[config.mk]
export PLATFORM = sky130hd
export DESIGN_NAME = dmem_access_arbiter_flat
export DESIGN_NICKNAME = d
export VERILOG_FILES = /design/src/rtl/mips_mem_pkg.sv /design/src/rtl/dmem_access_arbiter_if.sv /design/src/rtl/dmem_addr_xlate.sv /design/src/rtl/dmem_access_arbiter.sv /design/src/flat_wrapper.sv
export SDC_FILE = /design/constraint.sdc
export NUM_CORES = 1
export LEC_CHECK = 0
export ABC_AREA = 0
export ABC_CLOCK_PERIOD_IN_PS = 1700
export BUFFER_PORTS_ARGS = -buffer_cell sky130_fd_sc_hd__buf_2
export CORE_MARGIN = 3
export CORE_UTILIZATION = 41
export CTS_BUF_LIST = sky130_fd_sc_hd__clkbuf_4 sky130_fd_sc_hd__clkbuf_8
export CTS_CLUSTER_SIZE = 16
export DETAILED_ROUTE_END_ITERATION = 12
export HOLD_SLACK_MARGIN = 0.06
export PLACE_DENSITY = 0.77
export SLEW_MARGIN = 20
export SYNTH_ARGS = -nofsm -noshare
export SYNTH_HDL_FRONTEND = slang
export SYNTH_SLANG_ARGS = --single-unit
[constraint.sdc]
create_clock -name clk -period 1.7 [get_ports clk]
set_input_delay 0.34 -clock clk [delete_from_list [all_inputs] [get_ports clk]]
set_output_delay 0.34 -clock clk [all_outputs]
set_load 0.05 [all_outputs]
[src/rtl/mips_mem_pkg.sv]
// Shared encodings for the data-memory access path: FSM states, requester ids,
// default data-segment base and the round-robin pick helper.
package mips_mem_pkg;

    typedef enum logic [2:0] {
        ST_IDLE  = 3'd0,
        ST_ISSUE = 3'd1,
        ST_WAIT  = 3'd2,
        ST_RESP  = 3'd3,
        ST_ERR   = 3'd4
    } arb_state_e;

    localparam logic        REQ_CPU        = 1'b0;
    localparam logic        REQ_LDR        = 1'b1;
    localparam logic [31:0] DMEM_BASE_ADDR = 32'h1001_0000;

    // On a tie the requester that did not win last time goes first.
    function automatic logic rr_pick(input logic cpu_req, input logic ldr_req, input logic last);
        if (cpu_req && ldr_req) return ~last;
        else if (ldr_req)       return REQ_LDR;
        else                    return REQ_CPU;
    endfunction

endpackage

[src/rtl/dmem_access_arbiter_if.sv]
// Requester-side port bundle (CPU / loader) and the single-port data RAM bundle.
interface dmem_port_if #(parameter int N_BITS = 32);
    logic              req;
    logic              we;
    logic [N_BITS-1:0] addr;
    logic [N_BITS-1:0] wdata;
    logic              gnt;
    logic              rvalid;
    logic [N_BITS-1:0] rdata;
    logic              err;

    modport master (output req, we, addr, wdata, input gnt, rvalid, rdata, err);
    modport slave  (input req, we, addr, wdata, output gnt, rvalid, rdata, err);
endinterface

interface dmem_mem_if #(parameter int N_BITS = 32, parameter int ADDR_W = 10);
    logic              en;
    logic              we;
    logic [ADDR_W-1:0] addr;
    logic [N_BITS-1:0] wdata;
    logic [N_BITS-1:0] rdata;

    modport master (output en, we, addr, wdata, input rdata);
    modport slave  (input en, we, addr, wdata, output rdata);
endinterface

[src/rtl/dmem_addr_xlate.sv]
// MARS byte address -> RAM word index, with misalignment and range flags.
module dmem_addr_xlate
    import mips_mem_pkg::*;
#(
    parameter int                N_BITS    = 32,
    parameter logic [N_BITS-1:0] BASE_ADDR = N_BITS'(DMEM_BASE_ADDR),
    parameter int                MEM_DEPTH = 1024,
    localparam int               ADDR_W    = $clog2(MEM_DEPTH)
) (
    input  logic [N_BITS-1:0] addr_i,
    output logic [ADDR_W-1:0] word_idx_o,
    output logic              misaligned_o,
    output logic              out_of_range_o
);
    logic [N_BITS-1:0] offset;

    // Addresses below the base wrap to a huge offset and fail the range check.
    assign offset         = addr_i - BASE_ADDR;
    assign word_idx_o     = offset[ADDR_W+1:2];
    assign misaligned_o   = |offset[1:0];
    assign out_of_range_o = offset[N_BITS-1:2] >= (N_BITS-2)'(MEM_DEPTH);
endmodule

[src/rtl/dmem_access_arbiter.sv]
// Round-robin arbiter sharing the data RAM between CPU and loader.
// Define DMEM_ERR_CHECK_EN to reject misaligned / out-of-range requests.
module dmem_access_arbiter
    import mips_mem_pkg::*;
#(
    parameter int                N_BITS      = 32,
    parameter logic [N_BITS-1:0] BASE_ADDR   = N_BITS'(DMEM_BASE_ADDR),
    parameter int                MEM_DEPTH   = 1024,
    parameter int                MEM_LATENCY = 1,
    localparam int               ADDR_W      = $clog2(MEM_DEPTH),
    localparam int               CNT_W       = $clog2(MEM_LATENCY + 1)
) (
    input  logic       clk,
    input  logic       reset,
    dmem_port_if.slave cpu,
    dmem_port_if.slave ldr,
    dmem_mem_if.master mem,
    output logic       busy_o
);
    arb_state_e        state_q, state_d;
    logic              winner_q, winner_d;
    logic              last_q, last_d;
    logic              we_q, we_d;
    logic [ADDR_W-1:0] idx_q, idx_d;
    logic [N_BITS-1:0] wdata_q, wdata_d;
    logic [CNT_W-1:0]  cnt_q, cnt_d;
    logic [N_BITS-1:0] cpu_rdata_q, cpu_rdata_d;
    logic [N_BITS-1:0] ldr_rdata_q, ldr_rdata_d;

    logic              pick;
    logic [N_BITS-1:0] req_addr;
    logic [ADDR_W-1:0] xl_idx;
    logic              xl_mis, xl_oor;
    logic              req_bad;

    assign pick     = rr_pick(cpu.req, ldr.req, last_q);
    assign req_addr = pick ? ldr.addr : cpu.addr;

    dmem_addr_xlate #(
        .N_BITS    (N_BITS),
        .BASE_ADDR (BASE_ADDR),
        .MEM_DEPTH (MEM_DEPTH)
    ) u_xlate (
        .addr_i         (req_addr),
        .word_idx_o     (xl_idx),
        .misaligned_o   (xl_mis),
        .out_of_range_o (xl_oor)
    );

`ifdef DMEM_ERR_CHECK_EN
    assign req_bad = xl_mis | xl_oor;
`else
    logic unused_xl_flags;
    assign unused_xl_flags = xl_mis ^ xl_oor;
    assign req_bad         = 1'b0;
`endif

    always_comb begin
        state_d     = state_q;
        winner_d    = winner_q;
        last_d      = last_q;
        we_d        = we_q;
        idx_d       = idx_q;
        wdata_d     = wdata_q;
        cnt_d       = cnt_q;
        cpu_rdata_d = cpu_rdata_q;
        ldr_rdata_d = ldr_rdata_q;
        case (state_q)
            ST_IDLE: begin
                if (cpu.req || ldr.req) begin
                    winner_d = pick;
                    last_d   = pick;
                    we_d     = pick ? ldr.we : cpu.we;
                    wdata_d  = pick ? ldr.wdata : cpu.wdata;
                    idx_d    = xl_idx;
                    state_d  = req_bad ? ST_ERR : ST_ISSUE;
                end
            end
            ST_ISSUE: begin
                if (we_q) begin
                    state_d = ST_IDLE;
                end else begin
                    cnt_d   = CNT_W'(MEM_LATENCY);
                    state_d = ST_WAIT;
                end
            end
            ST_WAIT: begin
                // RAM data is valid in the cycle the counter reaches one.
                if (cnt_q == CNT_W'(1)) begin
                    if (winner_q == REQ_LDR) ldr_rdata_d = mem.rdata;
                    else                     cpu_rdata_d = mem.rdata;
                    state_d = ST_RESP;
                end else begin
                    cnt_d = cnt_q - CNT_W'(1);
                end
            end
            ST_RESP: state_d = ST_IDLE;
            ST_ERR:  state_d = ST_IDLE;
            default: state_d = ST_IDLE;
        endcase
    end

    always_ff @(posedge clk or negedge reset) begin
        if (!reset) begin
            state_q     <= ST_IDLE;
            winner_q    <= REQ_CPU;
            last_q      <= REQ_LDR;
            we_q        <= 1'b0;
            idx_q       <= '0;
            wdata_q     <= '0;
            cnt_q       <= '0;
            cpu_rdata_q <= '0;
            ldr_rdata_q <= '0;
        end else begin
            state_q     <= state_d;
            winner_q    <= winner_d;
            last_q      <= last_d;
            we_q        <= we_d;
            idx_q       <= idx_d;
            wdata_q     <= wdata_d;
            cnt_q       <= cnt_d;
            cpu_rdata_q <= cpu_rdata_d;
            ldr_rdata_q <= ldr_rdata_d;
        end
    end

    assign mem.en    = (state_q == ST_ISSUE);
    assign mem.we    = (state_q == ST_ISSUE) && we_q;
    assign mem.addr  = idx_q;
    assign mem.wdata = wdata_q;

    assign cpu.gnt    = ((state_q == ST_ISSUE) || (state_q == ST_ERR)) && (winner_q == REQ_CPU);
    assign ldr.gnt    = ((state_q == ST_ISSUE) || (state_q == ST_ERR)) && (winner_q == REQ_LDR);
    assign cpu.rvalid = (state_q == ST_RESP) && (winner_q == REQ_CPU);
    assign ldr.rvalid = (state_q == ST_RESP) && (winner_q == REQ_LDR);
    assign cpu.rdata  = cpu_rdata_q;
    assign ldr.rdata  = ldr_rdata_q;

`ifdef DMEM_ERR_CHECK_EN
    assign cpu.err = (state_q == ST_ERR) && (winner_q == REQ_CPU);
    assign ldr.err = (state_q == ST_ERR) && (winner_q == REQ_LDR);
`else
    assign cpu.err = 1'b0;
    assign ldr.err = 1'b0;
`endif

    assign busy_o = (state_q != ST_IDLE);
endmodule

[src/flat_wrapper.sv]
// flat-port wrapper written by rule: the top's interface ports become plain ports
module dmem_access_arbiter_flat import mips_mem_pkg::*;
#(
    parameter int                N_BITS      = 32,
    parameter logic [N_BITS-1:0] BASE_ADDR   = N_BITS'(DMEM_BASE_ADDR),
    parameter int                MEM_DEPTH   = 1024,
    parameter int                MEM_LATENCY = 1,
    localparam int               ADDR_W      = $clog2(MEM_DEPTH),
    localparam int               CNT_W       = $clog2(MEM_LATENCY + 1)
)
  (clk, reset, busy_o, cpu_req, cpu_we, cpu_addr, cpu_wdata, cpu_gnt, cpu_rvalid, cpu_rdata, cpu_err, ldr_req, ldr_we, ldr_addr, ldr_wdata, ldr_gnt, ldr_rvalid, ldr_rdata, ldr_err, mem_en, mem_we, mem_addr, mem_wdata, mem_rdata);
  dmem_port_if #(.N_BITS(N_BITS)) cpu_i ();
  dmem_port_if #(.N_BITS(N_BITS)) ldr_i ();
  dmem_mem_if #(.N_BITS(N_BITS), .ADDR_W(10)) mem_i ();
  input  logic clk;
  input  logic reset;
  output logic busy_o;
  input wire logic [$bits(cpu_i.req)-1:0] cpu_req;
  input wire logic [$bits(cpu_i.we)-1:0] cpu_we;
  input wire logic [$bits(cpu_i.addr)-1:0] cpu_addr;
  input wire logic [$bits(cpu_i.wdata)-1:0] cpu_wdata;
  output wire logic [$bits(cpu_i.gnt)-1:0] cpu_gnt;
  output wire logic [$bits(cpu_i.rvalid)-1:0] cpu_rvalid;
  output wire logic [$bits(cpu_i.rdata)-1:0] cpu_rdata;
  output wire logic [$bits(cpu_i.err)-1:0] cpu_err;
  input wire logic [$bits(ldr_i.req)-1:0] ldr_req;
  input wire logic [$bits(ldr_i.we)-1:0] ldr_we;
  input wire logic [$bits(ldr_i.addr)-1:0] ldr_addr;
  input wire logic [$bits(ldr_i.wdata)-1:0] ldr_wdata;
  output wire logic [$bits(ldr_i.gnt)-1:0] ldr_gnt;
  output wire logic [$bits(ldr_i.rvalid)-1:0] ldr_rvalid;
  output wire logic [$bits(ldr_i.rdata)-1:0] ldr_rdata;
  output wire logic [$bits(ldr_i.err)-1:0] ldr_err;
  output wire logic [$bits(mem_i.en)-1:0] mem_en;
  output wire logic [$bits(mem_i.we)-1:0] mem_we;
  output wire logic [$bits(mem_i.addr)-1:0] mem_addr;
  output wire logic [$bits(mem_i.wdata)-1:0] mem_wdata;
  input wire logic [$bits(mem_i.rdata)-1:0] mem_rdata;
  assign cpu_i.req = cpu_req;
  assign cpu_i.we = cpu_we;
  assign cpu_i.addr = cpu_addr;
  assign cpu_i.wdata = cpu_wdata;
  assign cpu_gnt = cpu_i.gnt;
  assign cpu_rvalid = cpu_i.rvalid;
  assign cpu_rdata = cpu_i.rdata;
  assign cpu_err = cpu_i.err;
  assign ldr_i.req = ldr_req;
  assign ldr_i.we = ldr_we;
  assign ldr_i.addr = ldr_addr;
  assign ldr_i.wdata = ldr_wdata;
  assign ldr_gnt = ldr_i.gnt;
  assign ldr_rvalid = ldr_i.rvalid;
  assign ldr_rdata = ldr_i.rdata;
  assign ldr_err = ldr_i.err;
  assign mem_en = mem_i.en;
  assign mem_we = mem_i.we;
  assign mem_addr = mem_i.addr;
  assign mem_wdata = mem_i.wdata;
  assign mem_i.rdata = mem_rdata;
  dmem_access_arbiter #(.N_BITS(N_BITS), .BASE_ADDR(BASE_ADDR), .MEM_DEPTH(MEM_DEPTH), .MEM_LATENCY(MEM_LATENCY)) u_core (.clk(clk), .reset(reset), .cpu(cpu_i), .ldr(ldr_i), .mem(mem_i), .busy_o(busy_o));
endmodule
---- Word level (Yosys, flattened, before mapping) ----
Cells that the tools add are included.
word-level totals
  register bits after elaboration ......... 113
  output and inout bits ................... 115
cells by class
  bitwise gates (word level) .............. 2
  add/sub/neg operators ................... 2
  equality and inequality tests ........... 7
  reductions and logical operators ........ 16
  multiplexer cells ....................... 12
operator list
  operator                 count
  $mux W32                 1
  $mux W12                 1
  $sub A12 B1 Y12 const B  1
  $pmux W3 S3              1
  $eq A3 B2 Y1 const B     2
  $logic_and A1 B1 Y1      6
  $mux W3                  2
  $reduce_and A2 Y1        3
  $reduce_and A3 Y1        2
  $mux W1                  5
  $ne A2 B1 Y1 const B     2
  $eq A3 B1 Y1 const B     1
  $eq A3 B3 Y1 const B     1
  $logic_not A3 Y1         1
  $reduce_bool A3 Y1       1
  $logic_or A1 B1 Y1       2
  $mux W2                  1
  $ne A2 B2 Y1 const B     1
  $not A1 Y1               2
  $pmux W1 S2              1
  $reduce_bool A2 Y1       1
  $sub A1 B1 Y1 const B    1

---- Logic depth before layout (Yosys ltp) ----
  word-level depth ........................ 4
  gate-level depth with buffers ........... 5

---- Hierarchy ----
From an unflattened synthesis, not the netlist that was laid out.
second synthesis, totals
  cells, all modules ...................... 345
  area total of the unflattened synthesis .. 5170.0 um^2
by module, submodules not included
  module               cells each  area an instance (um^2)  times used
  dmem_access_arbiter  326         5032.3                   1
  dmem_addr_xlate      19          137.6                    1

---- Least setup slack after synthesis ----
Ideal clock, no wire load.
  path type ............................... register to output
  start point ............................. register u_core.state_q[1]
  end point ............................... output port ldr_gnt
  cell stages (with the launch flop) ...... 4
  data required time ...................... 1.360 ns
  arrival time ............................ 1.412 ns
  path slack .............................. -0.052 ns
  path through ............................ dfrtp_1 > nand2b_1 > inv_1 > and2_1
on the way
  word-level cells in the longest chain between the ends .. 3
ends and longest elaborated chain
  element                 RTL line                    source
  from (decl)             dmem_access_arbiter.sv:20   arb_state_e state_q, state_d;
  from (signal assigned)  dmem_access_arbiter.sv:115  state_q <= state_d;
  $eq A3 B1 Y1            n/a
  via mem_en              flat_wrapper.sv:34          output wire logic [$bits(mem_i.en)-1:0] mem_en;
  $logic_or A1 B1 Y1      dmem_access_arbiter.sv:133  assign ldr.gnt = ((state_q == ST_ISSUE) || (state_q == ST_ERR)) && (winner_q == REQ_LDR);
  $logic_and A1 B1 Y1     dmem_access_arbiter.sv:133
  to (decl)               flat_wrapper.sv:30          output wire logic [$bits(ldr_i.gnt)-1:0] ldr_gnt;
The timed path passes the listed nets, and every way through them passes these cells.

---- Worst setup path after layout ----
  start point ............................. register u_core.state_q[1]
  end point ............................... output port cpu_gnt
on the way
  word-level cells in the longest chain between the ends .. 3
ends and longest elaborated chain
  element                                              RTL line                    source
  $eq A3 B1 Y1 / $eq A3 B3 Y1 (equally long branches)  dmem_access_arbiter.sv:132  assign cpu.gnt = ((state_q == ST_ISSUE) || (state_q == ST_ERR)) && (winner_q == REQ_CPU);
  $logic_or A1 B1 Y1 *                                 dmem_access_arbiter.sv:132
  $logic_and A1 B1 Y1 *                                dmem_access_arbiter.sv:132
  to (decl)                                            flat_wrapper.sv:22          output wire logic [$bits(cpu_i.gnt)-1:0] cpu_gnt;
Mark *: on every way between the ends. The rest lies on a longest branch, timed or not.

==> results.toml <==
[yosys]
synth_top_family_by_area = "multiplexers"
yosysSeqAreaShare = 0.572
post_synth_xor_area_fraction = 0
synth.area.mux_share = 0.374
synth_area_per_cell_um2 = 16.2
synth-edff-count = 0
yosysWarnings = 0
yosysUniqueCellTypes = 24
async_flop_share = 1.00
synth_ff_type = "dfrtp_1"
synth_compound_gate_area_share = 0.00893
netlist_area_um2 = 4900
syn-instance-count = 302
synth_fa_ha_area_frac = 0
ys_seq_elements = 112
synth-simple-area-share = 0.0156

[final_layout]
drive_above_1_share = 0.775
antenna_cells = 0
fill_cells = 963
syn_to_final_growth_pct = 35.3
nets = 711
design_area_um2 = 6640

[grt]
grt-busiest-layer = "met2"
grt_pass1_wl_um = 17200
antenna_found_initial = 0
overflow = 0
met3_usage = 0.0505
grtUsageTotal = 0.166
gr-usage-met2 = 0.299
use_met1 = 0.184
first_global_vias = 3534
grt_max_degree = 51

[critical_path]
r2r_slack_ps = 30
startpoint_type = "flip-flop"
critPathKind = "flip-flop to output pin"
ff2ff_path_depth = 4
reg2reg_from = "u_core.last_q"
timing.rr.end = "u_core.mem.addr[2]"
arrival_ps = 1340
cp-end-kind = "output pin"
crit_fanout = 5
cp.required_ps = 1360

[cts]
cts_max_path_buffers = 2
cts_root_buf = "clkbuf_8"
clkSlewWorstSetupHoldPaths_ps = 100
ctsHtreeMaxLevel = 3
cts_num_sinks = 112
cts_made_buffers = 9
insertion_delay_ps = 370
cts_tree = "built"

[route]
vias_per_cell = 4.84
drc = 0
antenna_left = 0
drt-pass1-iter-count = 4
wire_per_inst_um = 16.2
vias = 3352
finalWirelength_um = 11200
drt-initial-drc-count = 87

[sta]
finalHoldViolCount = 0
slew_viol_final = 0
fmax_mhz = 595
rsz0062_at_grt = "true"
whs_ps = 183
setup_violations = 0
finalCritPeriodShare = 0.989
finalSetupTns_ps = 0
fin_skew_ps = 7.96
period_needed_ps = 1680

[placement]
port_buffers = 234
hpwl_um = 8460
placed_area_um2 = 6310
gp_congestion = 0.755

[die]
start_util = 0.424
rows = 39
fp.dieW_um = 115
die_height_um = 115
core_um2 = 11600
num_io_pins = 281
fp.dieArea_um2 = 13300

[hold_path]
hold-path-endpoint = "u_core.last_q"
hp-class = "input pin to flip-flop"
holdPathStages = 2
hold_start = "cpu_req"

[run_status]
status = "complete, no violations"

[flow_run]
maxCapViolCount = 0
layout by cell type, fill, tap and decap left out, drive strengths merged, types with 2 or more instances in the layout:
cell / synthesis / layout
and2: 2 / 2
buf: 17 / 246
clkbuf: 0 / 15
conb: 1 / 2
dfrtp: 111 / 111
inv: 2 / 2
mux2: 150 / 150
nand2: 2 / 2
nand2b: 2 / 2
nor2: 4 / 4
o21ai: 2 / 2
Yosys cell counts (all sizes together), types with 2 or more instances:
library cell / count / area share
nor2: 4 / 0.0031
dfrtp: 111 / 0.57
inv: 2 / 0.0015
o21ai: 2 / 0.0028
and2: 2 / 0.0026
buf: 17 / 0.027
nand2b: 2 / 0.0026
mux2: 150 / 0.37
nand2: 2 / 0.0015
final cells by class:
class                   count  area (um2)  area share
flip-flops and latches    112        2810       0.423
multi-input cells         172        2010       0.302
repair buffers            248        1410       0.213
clock buffers              14         186      0.0281
well taps                 143         179      0.0270
clock inverters             2        35.0     0.00528
inverters                   2        10.0     0.00151
registers in the layout (all words and copies together) (netlist names):
signal,flops
u_core.state_q,2
u_core.we_q,1
u_core.last_q,1
u_core.winner_q,1
u_core.mem.wdata,32
u_core.cpu.rdata,32
u_core.cnt_q,1
u_core.ldr.rdata,32
u_core.mem.addr,10
per-stage QoR:
step	utilization	cells	setup slack (ps)
final	0.574	693	18.5
after detailed placement	0.545	672	-30.4
after global routing	0.574	693	-40.6
after floorplan	-	303	62.5
after CTS	0.570	690	-14.3
after global placement	0.545	672	-0.335
routing by layer:
layer / share of wire / wire [um] / vias up
met5: 0 / 0 / -
met4: 0.014 / 153 / 0
li1: - / - / 1555
met3: 0.088 / 983 / 11
met1: 0.37 / 4170 / 1636
met2: 0.53 / 5910 / 150
cells by family (layout without fill, tap and decap cells):
kind of cell	count (synthesis)	count (layout)
compound gates	6	6
buf+inv	19	266
mux	150	150
flops	112	112
other cells	1	2
simple gates	14	14
what timing repair did:
action / in CTS / in global routing
endpoints found under the setup margin: 36 / 13
setup buffers: 1 / 3
gates resized for setup: 16 / 6
endpoints found under the hold margin: 16 / 0
hold buffers: 1 / 0
cloned: 0 / 0
pin swaps: 1 / 2
worst max-delay path, cell delays in order (launching register included):
cell and delay [ps]:
dfrtp_2 460, nand2b_4 170, nor2_1 160, buf_6 180
worst max-delay path by stage:
stage,end,depth (start not counted),start
finish,cpu_gnt,3,u_core.state_q[1]
detailed placement,u_core.mem.addr[2],4,u_core.last_q
global placement,u_core.mem.addr[8],4,u_core.last_q
floorplan,ldr_gnt,3,u_core.state_q[1]
CTS,ldr_gnt,4,u_core.state_q[1]
global route,ldr_gnt,4,u_core.state_q[1]
Power is not shown: default switching activity piles up to over one toggle a cycle in this logic, so the estimate is an artifact.
